[config.mk]
export PLATFORM = sky130hd
export DESIGN_NAME = pc_fetch_unit
export DESIGN_NICKNAME = d
export VERILOG_FILES = /design/src/rtl/pc_fetch_unit_pkg.sv /design/src/rtl/pc_fetch_unit_branch_resolve.sv /design/src/rtl/pc_fetch_unit.sv
export SDC_FILE = /design/constraint.sdc
export NUM_CORES = 1
export LEC_CHECK = 0
export BUFFER_PORTS_ARGS = -buffer_cell sky130_fd_sc_hd__buf_2
export CORE_ASPECT_RATIO = 0.6
export CORE_MARGIN = 4
export CORE_UTILIZATION = 54
export DETAILED_ROUTE_END_ITERATION = 10
export GPL_TIMING_DRIVEN = 1
export PLACE_DENSITY_LB_ADDON = 0.1
export SYNTH_ARGS = -nofsm -noshare
export SYNTH_HDL_FRONTEND = slang
export SYNTH_SLANG_ARGS = --single-unit
[constraint.sdc]
create_clock -name clk -period 5.19 [get_ports clk]
set_clock_uncertainty 0.15 [all_clocks]
set_input_delay 0.2595 -clock clk [delete_from_list [all_inputs] [get_ports clk]]
set_output_delay 0.2595 -clock clk [all_outputs]
set_load 0.03 [all_outputs]
[src/rtl/pc_fetch_unit_pkg.sv]
// Shared core definitions for the multi-cycle RISC-V fetch stage:
// opcode and branch funct3 constants, reset defaults and the fetch state type.
package pc_fetch_unit_pkg;

  // Base RV32I major opcodes seen by the decoder
  localparam logic [6:0] OP_LOAD   = 7'b0000011;
  localparam logic [6:0] OP_IMM    = 7'b0010011;
  localparam logic [6:0] OP_AUIPC  = 7'b0010111;
  localparam logic [6:0] OP_STORE  = 7'b0100011;
  localparam logic [6:0] OP_REG    = 7'b0110011;
  localparam logic [6:0] OP_LUI    = 7'b0110111;
  localparam logic [6:0] OP_BRANCH = 7'b1100011;
  localparam logic [6:0] OP_JALR   = 7'b1100111;
  localparam logic [6:0] OP_JAL    = 7'b1101111;

  // Branch funct3 encodings the decoder turns into beq/bne/blt/bge strobes
  localparam logic [2:0] F3_BEQ = 3'b000;
  localparam logic [2:0] F3_BNE = 3'b001;
  localparam logic [2:0] F3_BLT = 3'b100;
  localparam logic [2:0] F3_BGE = 3'b101;

  // Reset PC and the instruction register's power-on content (addi x0,x0,0)
  localparam logic [31:0] RESET_PC_DEFAULT = 32'h0000_0000;
  localparam logic [31:0] NOP_INSTR        = 32'h0000_0013;

  // RUN: normal fetch/execute; HALT: sticky trap after a misaligned PC target
  typedef enum logic {
    ST_RUN  = 1'b0,
    ST_HALT = 1'b1
  } fetch_state_e;

endpackage

[src/rtl/pc_fetch_unit_branch_resolve.sv]
// Branch resolution: turns the one-hot branch strobes and the flags of the
// ALU subtract into a single taken decision. Shared with the pipelined core.
module branch_resolve (
  input  logic beq,
  input  logic bne,
  input  logic blt,
  input  logic bge,
  input  logic Zero,
  input  logic Negative,
  input  logic Overflow,
  output logic taken
);

  logic w_lt;

  // Signed less-than from the subtract: sign corrected by overflow
  assign w_lt = Negative ^ Overflow;

  // OR of all strobe/condition pairs; several strobes at once still yields a defined result
  always_comb begin
    taken = (beq & Zero) | (bne & ~Zero) | (blt & w_lt) | (bge & ~w_lt);
  end

endmodule

[src/rtl/pc_fetch_unit.sv]
// PC / instruction-register stage of the multi-cycle core. Holds PC, OldPC
// and Instr, resolves branches, traps misaligned PC targets into a sticky
// HALT state and keeps free-running cycle and retired-instruction counters.
module pc_fetch_unit
  import pc_fetch_unit_pkg::*;
#(
  parameter int               XLEN     = 32,
  parameter logic [XLEN-1:0]  RESET_PC = XLEN'(RESET_PC_DEFAULT),
  parameter int               CNT_W    = 32
) (
  input  logic             clk,
  input  logic             reset,
  input  logic             PCUpdate,
  input  logic             IRWrite,
  input  logic             beq,
  input  logic             bne,
  input  logic             blt,
  input  logic             bge,
  input  logic             Zero,
  input  logic             Negative,
  input  logic             Overflow,
  input  logic [XLEN-1:0]  Result,
  input  logic [XLEN-1:0]  ReadData,
  output logic [XLEN-1:0]  PC,
  output logic [XLEN-1:0]  OldPC,
  output logic [XLEN-1:0]  Instr,
  output logic [6:0]       opcode,
  output logic [2:0]       funct3,
  output logic             PCWrite,
  output logic             halted,
  output logic [XLEN-1:0]  trap_pc,
  output logic [CNT_W-1:0] cycle_cnt,
  output logic [CNT_W-1:0] instret_cnt
);

  fetch_state_e     r_state;
  fetch_state_e     w_next_state;
  logic [XLEN-1:0]  r_pc;
  logic [XLEN-1:0]  r_old_pc;
  logic [XLEN-1:0]  r_instr;
  logic [XLEN-1:0]  r_trap_pc;
  logic [CNT_W-1:0] r_cycle_cnt;
  logic [CNT_W-1:0] r_instret_cnt;

  logic w_taken;
  logic w_wr_req;
  logic w_misalign;
  logic w_pc_write;
  logic w_ir_en;
  logic w_trap_en;
  logic w_cycle_en;

  branch_resolve u_branch_resolve (
    .beq      (beq),
    .bne      (bne),
    .blt      (blt),
    .bge      (bge),
    .Zero     (Zero),
    .Negative (Negative),
    .Overflow (Overflow),
    .taken    (w_taken)
  );

  // A PC write is requested either unconditionally or by a taken branch;
  // any such request to a non-word-aligned target is a trap
  always_comb begin
    w_wr_req   = PCUpdate | w_taken;
    w_misalign = w_wr_req & (Result[1:0] != 2'b00);
  end

  // State register; only reset leaves HALT
  always_ff @(posedge clk or negedge reset) begin
    if (!reset) r_state <= ST_RUN;
    else        r_state <= w_next_state;
  end

  // Next state and per-cycle enables; HALT suppresses every update
  always_comb begin
    w_next_state = r_state;
    w_pc_write   = 1'b0;
    w_ir_en      = 1'b0;
    w_trap_en    = 1'b0;
    w_cycle_en   = 1'b0;
    unique case (r_state)
      ST_RUN: begin
        w_pc_write = w_wr_req & ~w_misalign;
        w_ir_en    = IRWrite;
        w_cycle_en = 1'b1;
        if (w_misalign) begin
          w_trap_en    = 1'b1;
          w_next_state = ST_HALT;
        end
      end
      ST_HALT: begin
        w_next_state = ST_HALT;
      end
      default: begin
        w_next_state = ST_RUN;
      end
    endcase
  end

  // PC, OldPC, Instr and trap address; OldPC samples PC before this edge's write
  always_ff @(posedge clk or negedge reset) begin
    if (!reset) begin
      r_pc      <= RESET_PC;
      r_old_pc  <= RESET_PC;
      r_instr   <= XLEN'(NOP_INSTR);
      r_trap_pc <= '0;
    end else begin
      if (w_pc_write) r_pc <= Result;
      if (w_ir_en) begin
        r_instr  <= ReadData;
        r_old_pc <= r_pc;
      end
      if (w_trap_en) r_trap_pc <= Result;
    end
  end

  // Free-running counters, wrapping naturally; both freeze in HALT
  always_ff @(posedge clk or negedge reset) begin
    if (!reset) begin
      r_cycle_cnt   <= '0;
      r_instret_cnt <= '0;
    end else begin
      if (w_cycle_en) r_cycle_cnt   <= r_cycle_cnt + CNT_W'(1);
      if (w_ir_en)    r_instret_cnt <= r_instret_cnt + CNT_W'(1);
    end
  end

  // Outputs; PCWrite is forced low while reset is held so nothing downstream sees a write
  always_comb begin
    PC          = r_pc;
    OldPC       = r_old_pc;
    Instr       = r_instr;
    opcode      = r_instr[6:0];
    funct3      = r_instr[14:12];
    PCWrite     = w_pc_write & reset;
    halted      = (r_state == ST_HALT);
    trap_pc     = r_trap_pc;
    cycle_cnt   = r_cycle_cnt;
    instret_cnt = r_instret_cnt;
  end

endmodule

==> run metrics <==
maximum net fanout on the critical path 21; count of pins over their slew limit 0; GP Congestion 0.795; Max H-tree Level 4; antenna-violating nets left 0; final hold violation count 0; root buffer cell clkbuf_16; Period minus WS final 3.10 ns; PwrDens 335 nW/µm²; worst skew pair latency 0.42 ns; GRT Util Overall 0.249; Yosys top cell area share 0.606; fmax 322 MHz; clock share of power 0.376; internal power 0.00250 W; die area 16600 µm²; register area 4830 µm²; # DRC 0; startpoint types flop; Multi-input gate area 2830 µm²; Worst Tran Pin Value 1.17 ns; die span in x 164 µm; Syn Nets 621; post-synthesis cell area 7840 µm²; vias in the first global route 6080; WS Path Type reg2out; layout net count 960; critical path arrival 2.69 ns; Sequential Power Share 0.469; Mean Syn Cell Area 14.4 µm²; Clock Sinks 193; Unique masters post-synth 34; CTS tree built; # IOs 279; Layout area overhead 35.4%; Worst slew margin 0.216; Critical Path RT 4.78 ns; Gates resized, CTS repair 0; Post-CTS Setup Bufs 0; initial core utilization 0.564; ranking of synthesized cells by area dfrtp_1 (61%), mux2_2 (18%), xnor2_1 (5.6%), nand4_1 (2.2%), xor2_1 (1.5%); Max-Cap Viols 0; post-place setup slack 2.37 ns; routed vias/inst 5.26; HP Class in2reg; Fill cells 872; largest net degree at the start of global routing 81; outcome finished clean; total grt overflow 0; Max VDD drop 223 µV; share of post-route cells with drive strength above 1 0.503; setup tns final 0 ns; Wirelength per Cell 18.5 µm; dpl cell area 9350 µm²; Net Sw Power 0.00106 W; Sw Share 0.297; Seq/Total Area, Yosys 0.616; total CTS buffers 17; row count 33; antenna diode count 0; area leader, netlist dfrtp_1; Clock Pin Slew Worst Setup and Hold Paths 0.07 ns; vias 5721; Routed WL 20200 µm; initial antenna violation count 0; hold_ws 0.0927 ns; Worst Setup Slack, final 2.09 ns; unrepaired setup endpoints after global routing false; Max Root-Sink Buffers 2; DP HPWL 14000 µm; Crit. End Element primary output; post-synthesis cell count 544; initial drt markers 243; Pre-antenna DRT Iters 4; final setup violation count 0; cts hold-fix bufs 65; Core Region 13900 µm²; synthesized flop and latch total 193; die height 101 µm; YS warnings 0; first-pass GRT wire length 32400 µm; cell area after layout 10600 µm²; port bufs 278; fin util 0.763; Tcrit/Tclk final 0.598; Static Leakage 5.49 nW; Comb pwr share 0.155
[metal layers]
metal,part of all wire,global-route usage
met1,0.42,0.318
met2,0.50,0.425
met3,0.067,0.0699
met4,0.018,0.0677
met5,0,0
[state kept, by name, summed over array words and instances, names as in the netlist]
signal / cells
PC: 32
cycle_cnt: 32
Instr: 32
trap_pc: 32
halted: 1
OldPC: 32
instret_cnt: 32
[synth_stat cells]
| library cell | instances |
|---|---|
| nand3b_1 | 1 |
| nor4b_2 | 2 |
| ha_1 | 2 |
| a211oi_2 | 2 |
| mux2i_1 | 1 |
| nor2b_1 | 4 |
| xor2_1 | 13 |
| a2111oi_4 | 1 |
| dfrtp_1 | 190 |
| and3_1 | 11 |
| and4_1 | 8 |
| and2_1 | 4 |
| clkbuf_1 | 5 |
| and3b_1 | 1 |
| buf_2 | 9 |
| nor4_1 | 5 |
| nand3_1 | 13 |
| nor2_1 | 10 |
| nor3_1 | 4 |
| xnor2_1 | 50 |
| buf_1 | 2 |
| nand2_1 | 18 |
| dfstp_2 | 3 |
| mux2_2 | 123 |
| nand2b_1 | 2 |
| inv_1 | 3 |
| nor3_2 | 1 |
| buf_4 | 10 |
| buf_6 | 3 |
| mux2_1 | 5 |
| a21oi_1 | 1 |
| nand4_1 | 27 |
| or2_2 | 2 |
| nand4b_1 | 8 |
[worst paths after layout]
path	from	endpoint	slack, ns	cells after the start
max	halted	PCWrite	2.09	4
min	IRWrite	instret_cnt[2]	0.09	3
max reg2reg	halted	Instr[17]	2.57	3
min reg2reg	instret_cnt[31]	instret_cnt[31]	0.32	1
max in group asynchronous	reset	instret_cnt[6]	3.31	3
min in group asynchronous	reset	trap_pc[8]	0.19	2
[through the flow]
stage | power [W] | instances
floorplan | 0.00200 | 544
global placement | 0.00219 | 990
detailed placement | 0.00221 | 990
CTS | 0.00358 | 1087
global route | 0.00369 | 1088
finish | 0.00355 | 1088
[logic make-up after synthesis]
| family | synth area share |
|---|---|
| flip-flops | 0.616 |
| multiplexers | 0.185 |
| AND/OR/NAND/NOR | 0.0932 |
| XOR/XNOR | 0.0704 |
| buffers and inverters | 0.0244 |
| AO/OA/AOI/OAI | 0.00734 |
| adder cells (fa/ha/maj) | 0.00319 |
[power by group through the flow]
| stage | clock network [W] | logic (W) | registers [W] |
|---|---|---|---|
| final | 0.00133 | 0.000551 | 0.00167 |
| after global routing | 0.00143 | 0.000584 | 0.00168 |
| after CTS | 0.00136 | 0.000554 | 0.00167 |
| after detailed placement | 0 | 0.000516 | 0.00169 |
| after global placement | 0 | 0.000505 | 0.00169 |
| after floorplan | 0 | 0.000120 | 0.00188 |
[cell usage in the layout, fill, tap and decap left out, types with 4 or more instances in the layout]
| cell type | count |
|---|---|
| nand4_1 | 27 |
| nor3_1 | 4 |
| nor2_1 | 10 |
| mux2_1 | 5 |
| inv_8 | 5 |
| clkbuf_16 | 17 |
| nand4b_1 | 8 |
| inv_6 | 4 |
| xnor2_1 | 50 |
| buf_2 | 277 |
| xor2_1 | 13 |
| and4_1 | 8 |
| dfrtp_1 | 190 |
| buf_4 | 5 |
| and2_1 | 4 |
| nor4_1 | 5 |
| nand2_1 | 18 |
| and3_1 | 11 |
| mux2_2 | 123 |
| nand3_1 | 13 |
| dlygate4sd3_1 | 65 |
[worst max-delay path, cell delays in order (launching register included)]
cell,delay [ns]
dfrtp_1,0.59
a2111oi_4,0.88
buf_4,0.43
and2_1,0.18
buf_2,0.20
[final cells by class]
type | count | share of cell area
inverter | 3 | 0.00106
tap | 192 | 0.0226
clock inverter | 15 | 0.0174
timing repair buffer | 349 | 0.197
multi-input combinational | 319 | 0.267
sequential | 193 | 0.455
clock buffer | 17 | 0.0401
Power figures use the tool's default switching activity.
